==> src/rtl/i2s_rx_sequencer.sv <==
// I2S receive sequencer: frames sck/ws/sd into stereo pairs and raises sticky overrun/framing flags.
// Define I2S_RX_LJ_FORMAT_EN for left-justified capture (no one-bit delay after ws changes).
module i2s_rx_sequencer #(
  parameter int SAMPLE_W = 24,
  parameter int SLOT_W   = 32
) (
  input  logic                clk,
  input  logic                resetn,
  input  logic                sck,
  input  logic                ws,
  input  logic                sd,
  input  logic                out_ready,
  input  logic                err_clr,
  output logic                out_valid,
  output logic [SAMPLE_W-1:0] out_left,
  output logic [SAMPLE_W-1:0] out_right,
  output logic                overrun,
  output logic                frame_err,
  output logic [1:0]          state_dbg
);

  // Output handshake: a frame transfers on every clk edge where out_valid && out_ready;
  // out_valid and the data stay stable until that edge.

  typedef enum logic [1:0] {
    SYNC  = 2'd0,
    LEFT  = 2'd1,
    RIGHT = 2'd2
  } state_t;

  localparam logic [5:0] SLOT_LAST = 6'(SLOT_W - 1);
`ifdef I2S_RX_LJ_FORMAT_EN
  localparam logic [6:0] CAP_LIM = 7'(SAMPLE_W - 1);
`else
  localparam logic [6:0] CAP_LIM = 7'(SAMPLE_W);
`endif

  state_t              state, state_nxt;
  logic                sck_d;
  logic                ws_prev;
  logic [5:0]          bit_cnt;
  logic [SAMPLE_W-1:0] shift_reg;
  logic [SAMPLE_W-1:0] left_hold;
  logic                rise, ws_chg, slot_ok, capture;
  logic                latch_left, complete, err_set;

  assign rise    = sck & ~sck_d;
  assign ws_chg  = rise & (ws != ws_prev);
  assign slot_ok = (bit_cnt == SLOT_LAST);
  // bit_cnt still holds the previous bit's index, so bit_cnt+1 is the index of this bit
  assign capture = rise & ~ws_chg & ({1'b0, bit_cnt} < CAP_LIM);
  assign state_dbg = state;

  always_comb begin
    state_nxt  = state;
    latch_left = 1'b0;
    complete   = 1'b0;
    err_set    = 1'b0;
    case (state)
      SYNC: begin
        if (rise && ws_prev && !ws) state_nxt = LEFT;
      end
      LEFT: begin
        if (ws_chg) begin
          if (!slot_ok) begin
            err_set   = 1'b1;
            state_nxt = SYNC;
          end else begin
            latch_left = 1'b1;
            state_nxt  = RIGHT;
          end
        end
      end
      RIGHT: begin
        if (ws_chg) begin
          if (!slot_ok) begin
            err_set   = 1'b1;
            state_nxt = SYNC;
          end else begin
            complete  = 1'b1;
            state_nxt = LEFT;
          end
        end
      end
      default: state_nxt = SYNC;
    endcase
  end

  always_ff @(posedge clk) begin
    if (!resetn) begin
      state     <= SYNC;
      sck_d     <= 1'b0;
      ws_prev   <= 1'b1;
      bit_cnt   <= 6'd0;
      shift_reg <= '0;
      left_hold <= '0;
    end else begin
      state <= state_nxt;
      sck_d <= sck;
      if (rise) begin
        ws_prev <= ws;
        if (ws_chg)                bit_cnt <= 6'd0;
        else if (bit_cnt != 6'd63) bit_cnt <= bit_cnt + 6'd1;
      end
      if (ws_chg) begin
`ifdef I2S_RX_LJ_FORMAT_EN
        shift_reg <= SAMPLE_W'(sd);
`else
        shift_reg <= '0;
`endif
      end else if (capture) begin
        shift_reg <= (shift_reg << 1) | SAMPLE_W'(sd);
      end
      if (latch_left) left_hold <= shift_reg;
    end
  end

  // A completion during a stalled transfer is dropped; one coinciding with an accept replaces it.
  always_ff @(posedge clk) begin
    if (!resetn) begin
      out_valid <= 1'b0;
      out_left  <= '0;
      out_right <= '0;
      overrun   <= 1'b0;
      frame_err <= 1'b0;
    end else begin
      if (complete) begin
        if (!out_valid || out_ready) begin
          out_valid <= 1'b1;
          out_left  <= left_hold;
          out_right <= shift_reg;
        end
      end else if (out_valid && out_ready) begin
        out_valid <= 1'b0;
      end
      if (complete && out_valid && !out_ready) overrun <= 1'b1;
      else if (err_clr)                        overrun <= 1'b0;
      if (err_set)      frame_err <= 1'b1;
      else if (err_clr) frame_err <= 1'b0;
    end
  end

endmodule

==> config.mk <==
export PLATFORM = sky130hd
export DESIGN_NAME = i2s_rx_sequencer
export DESIGN_NICKNAME = d
export VERILOG_FILES = /design/src/rtl/i2s_rx_sequencer.sv
export SDC_FILE = /design/constraint.sdc
export NUM_CORES = 1
export LEC_CHECK = 0
export BUFFER_PORTS_ARGS = -buffer_cell sky130_fd_sc_hd__buf_2
export CORE_AREA = 4 4 88 123
export DETAILED_ROUTE_END_ITERATION = 10
export DIE_AREA = 0 0 92 127
export PLACE_DENSITY = 0.62
export SYNTH_ARGS = -nofsm -noshare
export SYNTH_HDL_FRONTEND = slang
export SYNTH_SLANG_ARGS = --single-unit
export TNS_END_PERCENT = 5
==> constraint.sdc <==
create_clock -name clk -period 5.4 [get_ports clk]
set_input_delay 0 -clock clk [delete_from_list [all_inputs] [get_ports clk]]
set_output_delay 0 -clock clk [all_outputs]
set_load 0.02 [all_outputs]
# Word level (Yosys, flattened, before mapping)
# Index checks and enable logic that the tools add are counted.
[totals] register_bits=109 inputBits=7 out_inout_bits=53 wordCells=71
[classes] n_addsub=1 magnitude_cmp=1 n_eq_ne=9 n_mux=21 bitwise_logic=8 n_reduce_logical=20
[ops] op="24-bit by 1-bit bitwise OR with 24-bit output" count=1
[ops] op="1-bit 2-to-1 mux" count=14
[ops] op="6-bit 2-to-1 mux" count=2
[ops] op="2-bit 2-to-1 mux" count=4
[ops] op="2-bit nonzero test" count=4
[ops] op="6-bit by 1-bit adder with 6-bit output (second input constant)" count=1
[ops] op="6-bit by 5-bit == test with 1-bit output (second input constant)" count=1
[ops] op="6-bit by 5-bit < comparator with 1-bit output (second input constant)" count=1
[ops] op="2-bit != test (second input constant)" count=3
[ops] op="6-bit != test (second input constant)" count=1
[ops] op="2-bit case mux with 3 select lines" count=1
[ops] op="2-bit AND reduction" count=3
[ops] op="1-bit logical AND" count=5
[ops] op="1-bit AND" count=4
[ops] op="2-bit OR reduction" count=2
[ops] op="1-bit zero test" count=3
[ops] op="1-bit NOT" count=3
[ops] op="3-bit AND reduction" count=1
[ops] op="2-bit by 1-bit == test with 1-bit output (second input constant)" count=1
[ops] op="2-bit == test (second input constant)" count=1
[ops] op="2-bit zero test" count=1
[ops] op="2-bit by 1-bit != test with 1-bit output (second input constant)" count=1
[ops] op="1-bit logical OR" count=1
[ops] op="1-bit != test" count=1

# Longest topological paths before layout
# Gate-level depths: netlist of run 1.
[depth] depth_word=8 depth_mapped=7 mapped_depth_nobuf=6

# Worst setup path before layout of run 1
# OpenSTA, ideal clock, no wires.
[synth_path] kind="register -> register" start="reg state[1] (netlist: state_dbg[1])" end="reg out_left[0]" setup_time_ps=70 arrival_ps=1670 t_required_ps=5330 slack_ps=3660 path_stages_with_launch=7 path_buffers=2 period_less_slack_ps=1740 path_cell_list="dfxtp_1 -> ha_1 -> and2_1 -> clkbuf_1 -> clkbuf_1 -> nand3_1 -> a21oi_1"
[synth_via] elab_chain_cells=3
[synth_rtl] element="from (decl)" line_no="38" rtl="state_t state, state_nxt;"
[synth_rtl] element="from (signal assigned)" line_no="98" rtl="state <= state_nxt;"
[synth_rtl] element="2-bit == test" line_no="59" rtl="case (state)"
[synth_rtl] element="1-bit 2-to-1 mux" line_no="59"
[synth_rtl] element="2-bit AND reduction (no source line)"
[synth_rtl] element="to (signal assigned)" line_no="130" rtl="out_left <= left_hold;"
[synth_rtl] element="to (decl)" line_no="15" rtl="output logic [SAMPLE_W-1:0] out_left,"
# Every way passes these cells.
# A chain may end at the register's enable or synchronous reset.

# Final worst setup path of run 1
[layout_path] start="reg bit_cnt[0]" end="reg left_hold[20]"
[layout_via] elab_chain_cells=4
[layout_rtl] element="from (decl)" line_no="41" rtl="logic [5:0] bit_cnt;"
[layout_rtl] element="from (signal assigned)" line_no="103" rtl="else if (bit_cnt != 6'd63) bit_cnt <= bit_cnt + 6'd1;"
[layout_rtl] element="6-bit by 5-bit == test with 1-bit output" line_no="49" rtl="assign slot_ok = (bit_cnt == SLOT_LAST);"
[layout_rtl] element="1-bit 2-to-1 mux" line_no="65" rtl="if (!slot_ok) begin"
[layout_rtl] element="1-bit 2-to-1 mux"
[layout_rtl] element="1-bit 2-to-1 mux" line_no="59"
[layout_rtl] element="to (signal assigned)" line_no="114" rtl="if (latch_left) left_hold <= shift_reg;"
[layout_rtl] element="to (decl)" line_no="43" rtl="logic [SAMPLE_W-1:0] left_hold;"
# Every way passes these cells.

==> flow_metrics.env, run 1 <==
export IMPL_ant_nets=0
export IMPL_cts_root_buf="clkbuf_16"
export IMPL_die_area_mm2=0.0117
export IMPL_relSlewSlack_pct=30.7
export IMPL_clockPowerShare_pct=41.2
export IMPL_via_per_inst=5.40
export IMPL_grt_use_total_pct=17.5
export IMPL_critPathKind="register to register"
export IMPL_synth_fp_nets=531
export IMPL_start_kind="register"
export IMPL_r2r_end="left_hold[20]"
export IMPL_numCtsBuffers=9
export IMPL_synth_common_cells="109 x dfxtp_1, 82 x a21oi_1, 80 x nand2_1"
export IMPL_slowest_delay_ns=0.67
export IMPL_maxCapViolations=0
export IMPL_die_h_um=127
export IMPL_internal_power_mw=1.19
export IMPL_p_per_area_mw_per_mm2=314
export IMPL_finalSetupViolations=0
export IMPL_crit_chain="ha_1 > nand4_1 > nor4_2 > buf_4 > and2_1 > o21ai_0"
export IMPL_seq_power_share_pct=53.3
export IMPL_core_area_mm2=0.00979
export IMPL_slew_viol_final=0
export IMPL_gp_congestion=0.823
export IMPL_clockBufferDepth=2
export IMPL_holdPathStages=3
export IMPL_clkLatencyLatePin_ns=0.34
export IMPL_hp_start="out_ready"
export IMPL_final_util_pct=49.6
export IMPL_wl_per_cell_um=14.1
export IMPL_place_inst=669
export IMPL_synth_edf_count=0
export IMPL_row_count=43
export IMPL_arrival_ns=2.87
export IMPL_drive_gt1_share_pct=14.3
export IMPL_switchingPower_uw=338
export IMPL_postLayoutSetupSlackWorst_ns=2.72
export IMPL_postSynthCellCount=519
export IMPL_syn_area_per_cell_um2=8.19
export IMPL_initial_core_util_pct=43.4
export IMPL_worst_pin_slew_ns=1.04
export IMPL_hold_path_endpoint="out_valid"
export IMPL_grt_max_degree=75
export IMPL_cts_tree="built"
export IMPL_p_leak_nw=1.71
export IMPL_netSwitchingFraction_pct=22.2
export IMPL_crit_fanout=74
export IMPL_first_iter_violations=323
export IMPL_async_reset_ff_share_pct=0
export IMPL_peakVddDrop_mv=0.183
export IMPL_stdcell_count=688
export IMPL_synth_cell_types=37
export IMPL_hold_path_class="primary input to register"
export IMPL_area_growth_syn_to_layout_pct=14.2
export IMPL_num_vias=3714
export IMPL_drc=0
export IMPL_antenna_found_initial=0
export IMPL_grt_pass1_wl_mm=17.0
export IMPL_synthTopCellsByArea="dfxtp_1 51%, a21oi_1 9.6%, nand2_1 7.1%"
export IMPL_finalCritPeriodShare_pct=49.6
export IMPL_rr_worst_depth=6
export IMPL_rrSetupSlack_ns=2.72
export IMPL_cts_clk_slew_worst_paths_ns=0.07
export IMPL_setup_tns_ns=0
export IMPL_ios=60
export IMPL_yosysTopAreaCell="dfxtp_1"
export IMPL_combinationalPowerShare_pct=5.5
export IMPL_synth_top_cell_area_share_pct=51.3
export IMPL_hold_violations=0
export IMPL_yosysWarnings=0
export IMPL_endpoint_kind="register"
export IMPL_nNetsFinal=561
export IMPL_crit_required_ns=5.59
export IMPL_syn_area_mm2=0.00425
export IMPL_critPathSlowestCell="and2_1"
export IMPL_fin_skew_ns=0.00870
export IMPL_htreeDepth=3
export IMPL_port_buffers=59
export IMPL_drt_pass1_iter_count=4
export IMPL_r2r_start="bit_cnt[0]"
export IMPL_cts_setup_buffers=0
export IMPL_yosysMostFrequentCell="dfxtp_1"
export IMPL_fmax_ghz=0.373
export IMPL_routed_wirelength_mm=9.73
export IMPL_rsz0062_at_grt="false"
export IMPL_grt_pass1_vias=3549
export IMPL_ys_flop_type="dfxtp_1"
export IMPL_antenna_cells=0
export IMPL_hpwl_mm=6.15
export IMPL_overflow=0
export IMPL_yosysSeqAreaShare_pct=51.3
export IMPL_dieWidth_um=92
export IMPL_period_needed_ns=2.68
export IMPL_status="completed"
export IMPL_post_place_ws_ns=2.72
export IMPL_ys_ff_latch=109
export IMPL_clock_sinks=109
==> cell usage in the layout, fill, tap and decap left out, drive strengths merged, types with 2 or more instances in the layout <==
cell type,Yosys,final
dlygate4sd3,0,4
nand3,54,54
nor2,4,4
nand3b,2,2
nand2b,3,3
a21oi,82,82
and2,3,3
or4,2,2
inv,3,3
clkbuf,35,13
nand4,26,26
nand2,80,80
o21ai,76,76
o31ai,3,3
buf,14,64
ha,5,5
dfxtp,109,109
and4,2,2
==> worst max path at each step <==
stage	to	slack, ns	from	depth (start not counted)
2_1_floorplan	out_left[0]	3.66	state_dbg[1]	6
3_3_place_gp	left_hold[11]	2.82	bit_cnt[0]	6
3_5_place_dp	left_hold[23]	2.72	bit_cnt[0]	6
4_1_cts	left_hold[23]	2.71	bit_cnt[0]	6
5_1_grt	left_hold[16]	2.43	bit_cnt[0]	6
6_report	left_hold[20]	2.72	bit_cnt[0]	6
==> worst max-delay path: cells and delay by family, from the launching register on <==
kind                       cells  cell delay, ns
buffers and inverters          1            0.61
adders and majority gates      1            0.23
AOI/OAI and AO/OA              1            0.20
and+or+nand+nor                3            1.06
DFF                            1            0.38
==> per-stage QoR <==
step / hold slack (ns) / instance area, um^2 / power, mW
2_1_floorplan: 0.0989 / 4250 / 0.891
3_3_place_gp: 0.239 / 4540 / 0.910
3_5_place_dp: 0.249 / 4540 / 0.913
4_1_cts: 0.00544 / 4860 / 1.54
5_1_grt: 0.0512 / 4860 / 1.58
6_report: 0.0167 / 4860 / 1.52
==> power groups by stage <==
stage / combinational, mW / clock (mW) / sequential (mW)
3_3_place_gp: 0.0794 / 0 / 0.831
3_5_place_dp: 0.0820 / 0 / 0.831
6_report: 0.0842 / 0.628 / 0.813
5_1_grt: 0.0940 / 0.671 / 0.813
4_1_cts: 0.0843 / 0.641 / 0.813
2_1_floorplan: 0.0584 / 0 / 0.833
==> cell families (layout without fill, tap and decap cells) <==
group                    Yosys count  after routing  share of synthesized area, %
AND/OR/NAND/NOR                  182            182                          20.7
buffers and inverters             52             86                          5.41
adder cells (fa/ha/maj)            5              5                          1.47
AO/OA/AOI/OAI                    169            169                          20.7
flip-flops                       109            109                          51.3
XOR/XNOR                           2              2                         0.412
==> metal layers <==
metal / part of all wire (%) / up-vias / global-route usage (%)
li1: - / 1899 / -
met1: 47 / 1728 / 23.5
met2: 47 / 77 / 28.1
met3: 4.6 / 10 / 2.53
met4: 1.5 / 0 / 7.35
met5: 0 / - / 0
==> what timing repair did <==
| item | 4_1_cts | 5_1_grt |
|---|---|---|
| gates resized for setup | 0 | 0 |
| hold endpoints to repair | 5 | 0 |
| hold buffers | 4 | 0 |
==> final cells by class <==
class,instances,area (um^2)
Tap cell,135,169
Fill cell,983,4930
Inverter,3,11.3
Sequential cell,109,2180
Timing Repair Buffer,68,373
Clock inverter,2,35.0
Clock buffer,13,240
Multi-Input combinational cell,358,1850
Power figures use the tool's default switching activity.
==> inputs of run 2 (changes only) <==
==> constraint.sdc (replaced) <==
create_clock -name clk -period 2.8 [get_ports clk]
set_input_delay 0 -clock clk [delete_from_list [all_inputs] [get_ports clk]]
set_output_delay 0 -clock clk [all_outputs]
set_load 0.02 [all_outputs]
==> run 2 against run 1 <==
Effect of this change:
- sequential share of layout area is 1.0 points lower
- combinational power grew 100%
- critical endpoint is now left_hold[17]
- power rose by 98%
- clock skew is 0.0042 ns lower
- die area unchanged
- final area up 2.3%
- cell count is 0.87% higher
- worst hold slack better by 0.27 ns
- sequential power rose by 93%
- critical path type unchanged
- global-route usage about the same
==> flow_metrics.env, run 2 (synthesis results as in run 1) <==
export IMPL_status="completed"
export IMPL_worst_pin_slew_ns=0.796
export IMPL_p_leak_nw=1.77
export IMPL_via_per_inst=5.36
export IMPL_maxCapViolations=0
export IMPL_drt_pass1_iter_count=5
export IMPL_cts_resized=0
export IMPL_rsz0062_at_grt="false"
export IMPL_clock_sinks=109
export IMPL_post_place_ws_ns=0.632
export IMPL_final_cell_mix="109 x dfxtp_1, 82 x a21oi_1, 80 x nand2_1"
export IMPL_nNetsFinal=567
export IMPL_cts_tree="built"
export IMPL_num_vias=3719
export IMPL_die_h_um=127
export IMPL_grt_use_total_pct=17.5
export IMPL_routed_wirelength_mm=9.95
export IMPL_arrival_ns=2.35
export IMPL_fmax_ghz=0.465
export IMPL_area_growth_syn_to_layout_pct=16.8
export IMPL_numCtsBuffers=9
export IMPL_cts_root_buf="clkbuf_16"
export IMPL_clkLatencyLatePin_ns=0.35
export IMPL_postLayoutSetupSlackWorst_ns=0.651
export IMPL_period_needed_ns=2.15
export IMPL_gp_congestion=0.777
export IMPL_total_power_mw=3.02
export IMPL_grt_pass1_wl_mm=16.7
export IMPL_drc=0
export IMPL_first_iter_violations=263
export IMPL_p_per_area_mw_per_mm2=608
export IMPL_ant_nets=0
export IMPL_row_count=43
export IMPL_setup_tns_ns=0
export IMPL_critPathKind="register to register"
export IMPL_antenna_found_initial=0
export IMPL_ios=60
export IMPL_htreeDepth=3
export IMPL_final_common_cell="dfxtp_1"
export IMPL_fin_area_mm2=0.00497
export IMPL_crit_required_ns=3.00
export IMPL_port_buffers=59
export IMPL_slew_viol_final=0
export IMPL_cts_clk_slew_worst_paths_ns=0.07
export IMPL_dieWidth_um=92
export IMPL_endpoint_kind="register"
export IMPL_hold_path_class="primary input to register"
export IMPL_initial_core_util_pct=43.4
export IMPL_wl_per_cell_um=14.3
export IMPL_placed_cell_area_mm2=0.00462
export IMPL_die_area_mm2=0.0117
export IMPL_core_area_mm2=0.00979
export IMPL_hpwl_mm=6.40
export IMPL_critPathSlowestCell="and2_1"
export IMPL_antenna_cells=0
export IMPL_start_kind="register"
export IMPL_slowest_delay_ns=0.65
export IMPL_crit_fanout=24
export IMPL_critPathBufInv=0
export IMPL_grt_max_degree=74
export IMPL_fin_skew_ns=0.00453
export IMPL_final_util_pct=50.7
export IMPL_path_delay_family="simple AND/OR/NAND/NOR gates"
export IMPL_grt_pass1_vias=3499
export IMPL_clockBufferDepth=2
export IMPL_overflow=0
export IMPL_relSlewSlack_pct=46.9
export IMPL_peakVddDrop_mv=0.286
export IMPL_finalCritPeriodShare_pct=76.7
export IMPL_hold_violations=0
export IMPL_crit_chain="ha_1 > nand4_1 > nor4_2 > and2_1 > o21ai_0"
export IMPL_finalSetupViolations=0
export IMPL_drive_gt1_share_pct=15.7
==> run 2: cell count changes in the layout (fill, tap and decap cells not counted) <==
| cell | before | now |
|---|---|---|
| buf_4 | 5 | 7 |
| clkinvlp_4 | 0 | 1 |
| clkbuf_8 | 0 | 2 |
| clkinv_2 | 1 | 2 |
| buf_12 | 0 | 3 |
| clkbuf_1 | 4 | 0 |
| dlygate4sd3_1 | 4 | 5 |
==> run 2: what timing repair did <==
item / CTS / global route
hold endpoints to repair: 6 / 0
setup buffers: 0 / 0
hold buffers: 5 / 0
==> run 2: worst register-to-register path, cell delays in order (launching register included) <==
cell	delay [ns]
dfxtp_1	0.38
ha_1	0.23
nand4_1	0.21
nor4_2	0.33
and2_1	0.65
o21ai_0	0.20
==> run 2: final timing paths <==
check / cells after the start / from / slack, ns / endpoint
min: 4 / resetn / 0.28 / bit_cnt[1]
max: 5 / bit_cnt[0] / 0.65 / left_hold[17]
min reg2reg: 2 / left_hold[5] / 0.46 / left_hold[5]
max reg2reg: 5 / bit_cnt[0] / 0.65 / left_hold[17]
==> run 2: report_power, final <==
group / internal, mW / switching [mW] / leakage [nW]
Clock: 0.734 / 0.547 / 0.147
Combinational: 0.0502 / 0.121 / 0.743
Sequential: 1.56 / 0.00946 / 0.878
Total: 2.34 / 0.677 / 1.77
==> run 2: per-layer routing <==
metal	global-route usage [%]	wire [um]	vias to the layer above
met5	0	0	-
met2	27.3	4600	79
met1	23.2	4700	1729
met3	5.01	472	12
li1	-	-	1899
met4	5.86	172	0
==> run 2: metrics by stage <==
| stage | std cells | hold WS (ns) |
|---|---|---|
| CTS | 694 | 0.278 |
| global route | 694 | 0.329 |
| floorplan | 519 | 0.0989 |
| detailed placement | 674 | 0.246 |
| global placement | 674 | 0.240 |
| finish | 694 | 0.285 |
==> run 2: area by class of cell <==
type | instances | area, um^2
Multi-Input combinational cell | 358 | 1850
Sequential cell | 109 | 2180
Clock inverter | 4 | 47.5
Clock buffer | 11 | 253
Timing Repair Buffer | 74 | 458
Fill cell | 987 | 4820
Inverter | 3 | 11.3
Tap cell | 135 | 169
==> inputs of run 3 (changes only) <==
--- a/config.mk
+++ b/config.mk
@@ -5,11 +5,12 @@
 export SDC_FILE = /design/constraint.sdc
 export NUM_CORES = 1
 export LEC_CHECK = 0
+export ABC_AREA = 1
 export BUFFER_PORTS_ARGS = -buffer_cell sky130_fd_sc_hd__buf_2
-export CORE_AREA = 4 4 88 123
+export CORE_AREA = 4 4 91 128
 export DETAILED_ROUTE_END_ITERATION = 10
-export DIE_AREA = 0 0 92 127
-export PLACE_DENSITY = 0.62
+export DIE_AREA = 0 0 95 132
+export PLACE_DENSITY = 0.63
 export SYNTH_ARGS = -nofsm -noshare
 export SYNTH_HDL_FRONTEND = slang
 export SYNTH_SLANG_ARGS = --single-unit
==> constraint.sdc (replaced) <==
create_clock -name clk -period 2 [get_ports clk]
set_input_delay 0 -clock clk [delete_from_list [all_inputs] [get_ports clk]]
set_output_delay 0 -clock clk [all_outputs]
set_load 0.02 [all_outputs]
==> run 3 against run 2 <==
Effect of this change:
- register-to-register slack got worse by 0.45 ns
- clock-buffer cell count fell by 2
- via count rose by 13%
- setup slack got worse by 0.45 ns
- power rose by 55%
- clock skew rose by 0.0034 ns
- non-clock buffer count did not move
- fmax rose by 19%
- sequential power rose by 45%
- largest cell class unchanged
- final area rose by 9.5%
- utilization rose by 0.65 points
==> flow_metrics.env, run 3 <==
export IMPL_drc=0
export IMPL_drt_pass1_iter_count=4
export IMPL_ys_ff_latch=109
export IMPL_path_delay_family="simple AND/OR/NAND/NOR gates"
export IMPL_synth_compound_area_share_pct=8.13
export IMPL_grt_max_degree=61
export IMPL_nNetsFinal=729
export IMPL_synth_top_family_by_area="simple AND/OR/NAND/NOR gates"
export IMPL_num_vias=4191
export IMPL_fmax_ghz=0.555
export IMPL_final_cell_mix="162 x nor2_1, 118 x nand2_1, 109 x dfxtp_1"
export IMPL_async_reset_ff_share_pct=0
export IMPL_cts_resized=0
export IMPL_syn_area_mm2=0.00465
export IMPL_clock_sinks=109
export IMPL_cts_clk_slew_worst_paths_ns=0.07
export IMPL_die_area_mm2=0.0125
export IMPL_multi_input_area_mm2=0.00200
export IMPL_endpoint_kind="register"
export IMPL_synth_common_cells="162 x nor2_1, 118 x nand2_1, 109 x dfxtp_1"
export IMPL_worst_pin_slew_ns=0.498
export IMPL_place_inst=842
export IMPL_start_kind="register"
export IMPL_p_per_area_mw_per_mm2=863
export IMPL_synth_top_cell_area_share_pct=46.9
export IMPL_grt_use_total_pct=17.2
export IMPL_row_count=45
export IMPL_synth_fp_nets=685
export IMPL_yosysMostFrequentCell="nor2_1"
export IMPL_grt_pass1_wl_mm=17.6
export IMPL_clockBufferDepth=2
export IMPL_die_h_um=132
export IMPL_critPathSlowestCell="dfxtp_1"
export IMPL_maxCapViolations=0
export IMPL_fin_area_mm2=0.00544
export IMPL_hold_path_class="primary input to register"
export IMPL_hpwl_mm=7.31
export IMPL_grt_pass1_vias=3870
export IMPL_ios=60
export IMPL_synthTopCellsByArea="dfxtp_1 47%, nor2_1 13%, nand2_1 9.5%"
export IMPL_ant_nets=0
export IMPL_period_needed_ns=1.80
export IMPL_slowest_delay_ns=0.40
export IMPL_yosysSeqAreaShare_pct=46.9
export IMPL_overflow=0
export IMPL_htreeDepth=3
export IMPL_rrSetupSlack_ns=0.20
export IMPL_syn_area_per_cell_um2=6.91
export IMPL_clkLatencyLatePin_ns=0.35
export IMPL_yosysWarnings=0
export IMPL_gp_congestion=0.849
export IMPL_crit_chain="ha_1 > nand2_2 > nor2_4 > nand3_2 > nor2_4 > buf_12 > nand3_1 > nand2_1 > nor2_1"
export IMPL_wl_per_cell_um=11.9
export IMPL_final_common_cell="nor2_1"
export IMPL_rsz0062_at_grt="false"
export IMPL_critPathBufInv=1
export IMPL_routed_wirelength_mm=10.3
export IMPL_setup_tns_ns=0
export IMPL_relSlewSlack_pct=66.4
export IMPL_initial_core_util_pct=43.9
export IMPL_fin_skew_ns=0.00788
export IMPL_cts_root_buf="clkbuf_16"
export IMPL_total_power_mw=4.69
export IMPL_final_fill_count=1117
export IMPL_slew_viol_final=0
export IMPL_status="completed"
export IMPL_post_place_ws_ns=0.237
export IMPL_holdBufCountCts=5
export IMPL_postSynthCellCount=673
export IMPL_antenna_cells=0
export IMPL_first_iter_violations=259
export IMPL_dieWidth_um=95
export IMPL_arrival_ns=2.04
export IMPL_numCtsBuffers=9
export IMPL_cts_setup_buffers=0
export IMPL_synthSimpleGateAreaFrac_pct=33.6
export IMPL_port_buffers=59
export IMPL_core_area_mm2=0.0106
export IMPL_p_leak_nw=2.41
export IMPL_yosysTopAreaCell="dfxtp_1"
export IMPL_placed_cell_area_mm2=0.00506
export IMPL_peakVddDrop_mv=0.433
export IMPL_synth_cell_types=25
export IMPL_synthXorXnorAreaFrac_pct=0
export IMPL_finalSetupViolations=0
export IMPL_stdcell_count=863
export IMPL_area_sequential_mm2=0.00218
export IMPL_critPathKind="register to register"
export IMPL_postLayoutSetupSlackWorst_ns=0.200
export IMPL_via_per_inst=4.86
export IMPL_drive_gt1_share_pct=13.7
export IMPL_crit_fanout=56
export IMPL_ys_flop_type="dfxtp_1"
export IMPL_cts_tree="built"
export IMPL_synth_fa_ha_area_share_pct=1.35
export IMPL_path_common_cell="nor2_4"
export IMPL_crit_required_ns=2.24
export IMPL_synth_edf_count=0
export IMPL_finalCritPeriodShare_pct=90.0
export IMPL_synth_mux_area_share_pct=0
export IMPL_antenna_found_initial=0
export IMPL_area_growth_syn_to_layout_pct=17.0
export IMPL_hold_violations=0
==> run 3: changes by cell type in the layout (fill, tap and decap cells not counted), sizes merged, moves of 24 or more <==
cell	delta
nor2	+162
inv	+69
o21ai	-56
nand2	+41
a21oi	-28
nand3	+26
nand4	-24
==> run 3: layout make-up <==
type                            count  share of cell area [%]
Clock inverter                      7                    1.93
Multi-Input combinational cell    452                    36.8
Inverter                           71                    4.90
Timing Repair Buffer               74                    8.88
Clock buffer                        9                    4.14
Tap cell                          141                    3.24
Sequential cell                   109                    40.1
==> run 3: per-layer routing <==
| metal | share of wire [%] | track usage, % |
|---|---|---|
| met5 | 0 | 0 |
| met3 | 3.7 | 3.31 |
| met1 | 44 | 20.7 |
| met4 | 1.9 | 5.94 |
| met2 | 50 | 30.0 |
==> run 3: tightest hold or removal path, stage by stage <==
cell and delay [ns]:
buf_2 0.22, nand2_1 0.11, nor2_1 0.03
==> run 3: logic make-up after synthesis <==
group                      count (synthesis)
buffers and inverters                    112
and+or+nand+nor                          372
adders and majority gates                  5
DFF                                      109
AOI/OAI and AO/OA                         75
==> run 3: per-stage QoR <==
stage / util, % / hold WS (ns)
after CTS: 51.4 / 0.0432
after global placement: 47.8 / 0.205
after detailed placement: 47.8 / 0.220
after global routing: 51.4 / 0.0508
final: 51.4 / 0.0565
after floorplan: - / 0.0935
==> run 3: path summary, 6_finish.rpt <==
kind / startpoint / to / depth (start not counted)
setup / recovery: bit_cnt[0] / out_left[0] / 9
hold / removal: resetn / out_left[11] / 3
setup reg to reg: bit_cnt[0] / out_left[0] / 9
hold reg to reg: frame_err / frame_err / 2
==> run 3: power breakdown <==
part           switching, mW  internal, mW  total [mW]
clock                  0.823          1.12        1.94
combinational          0.314         0.163       0.477
sequential            0.0484          2.23        2.28
total                   1.19          3.51        4.69
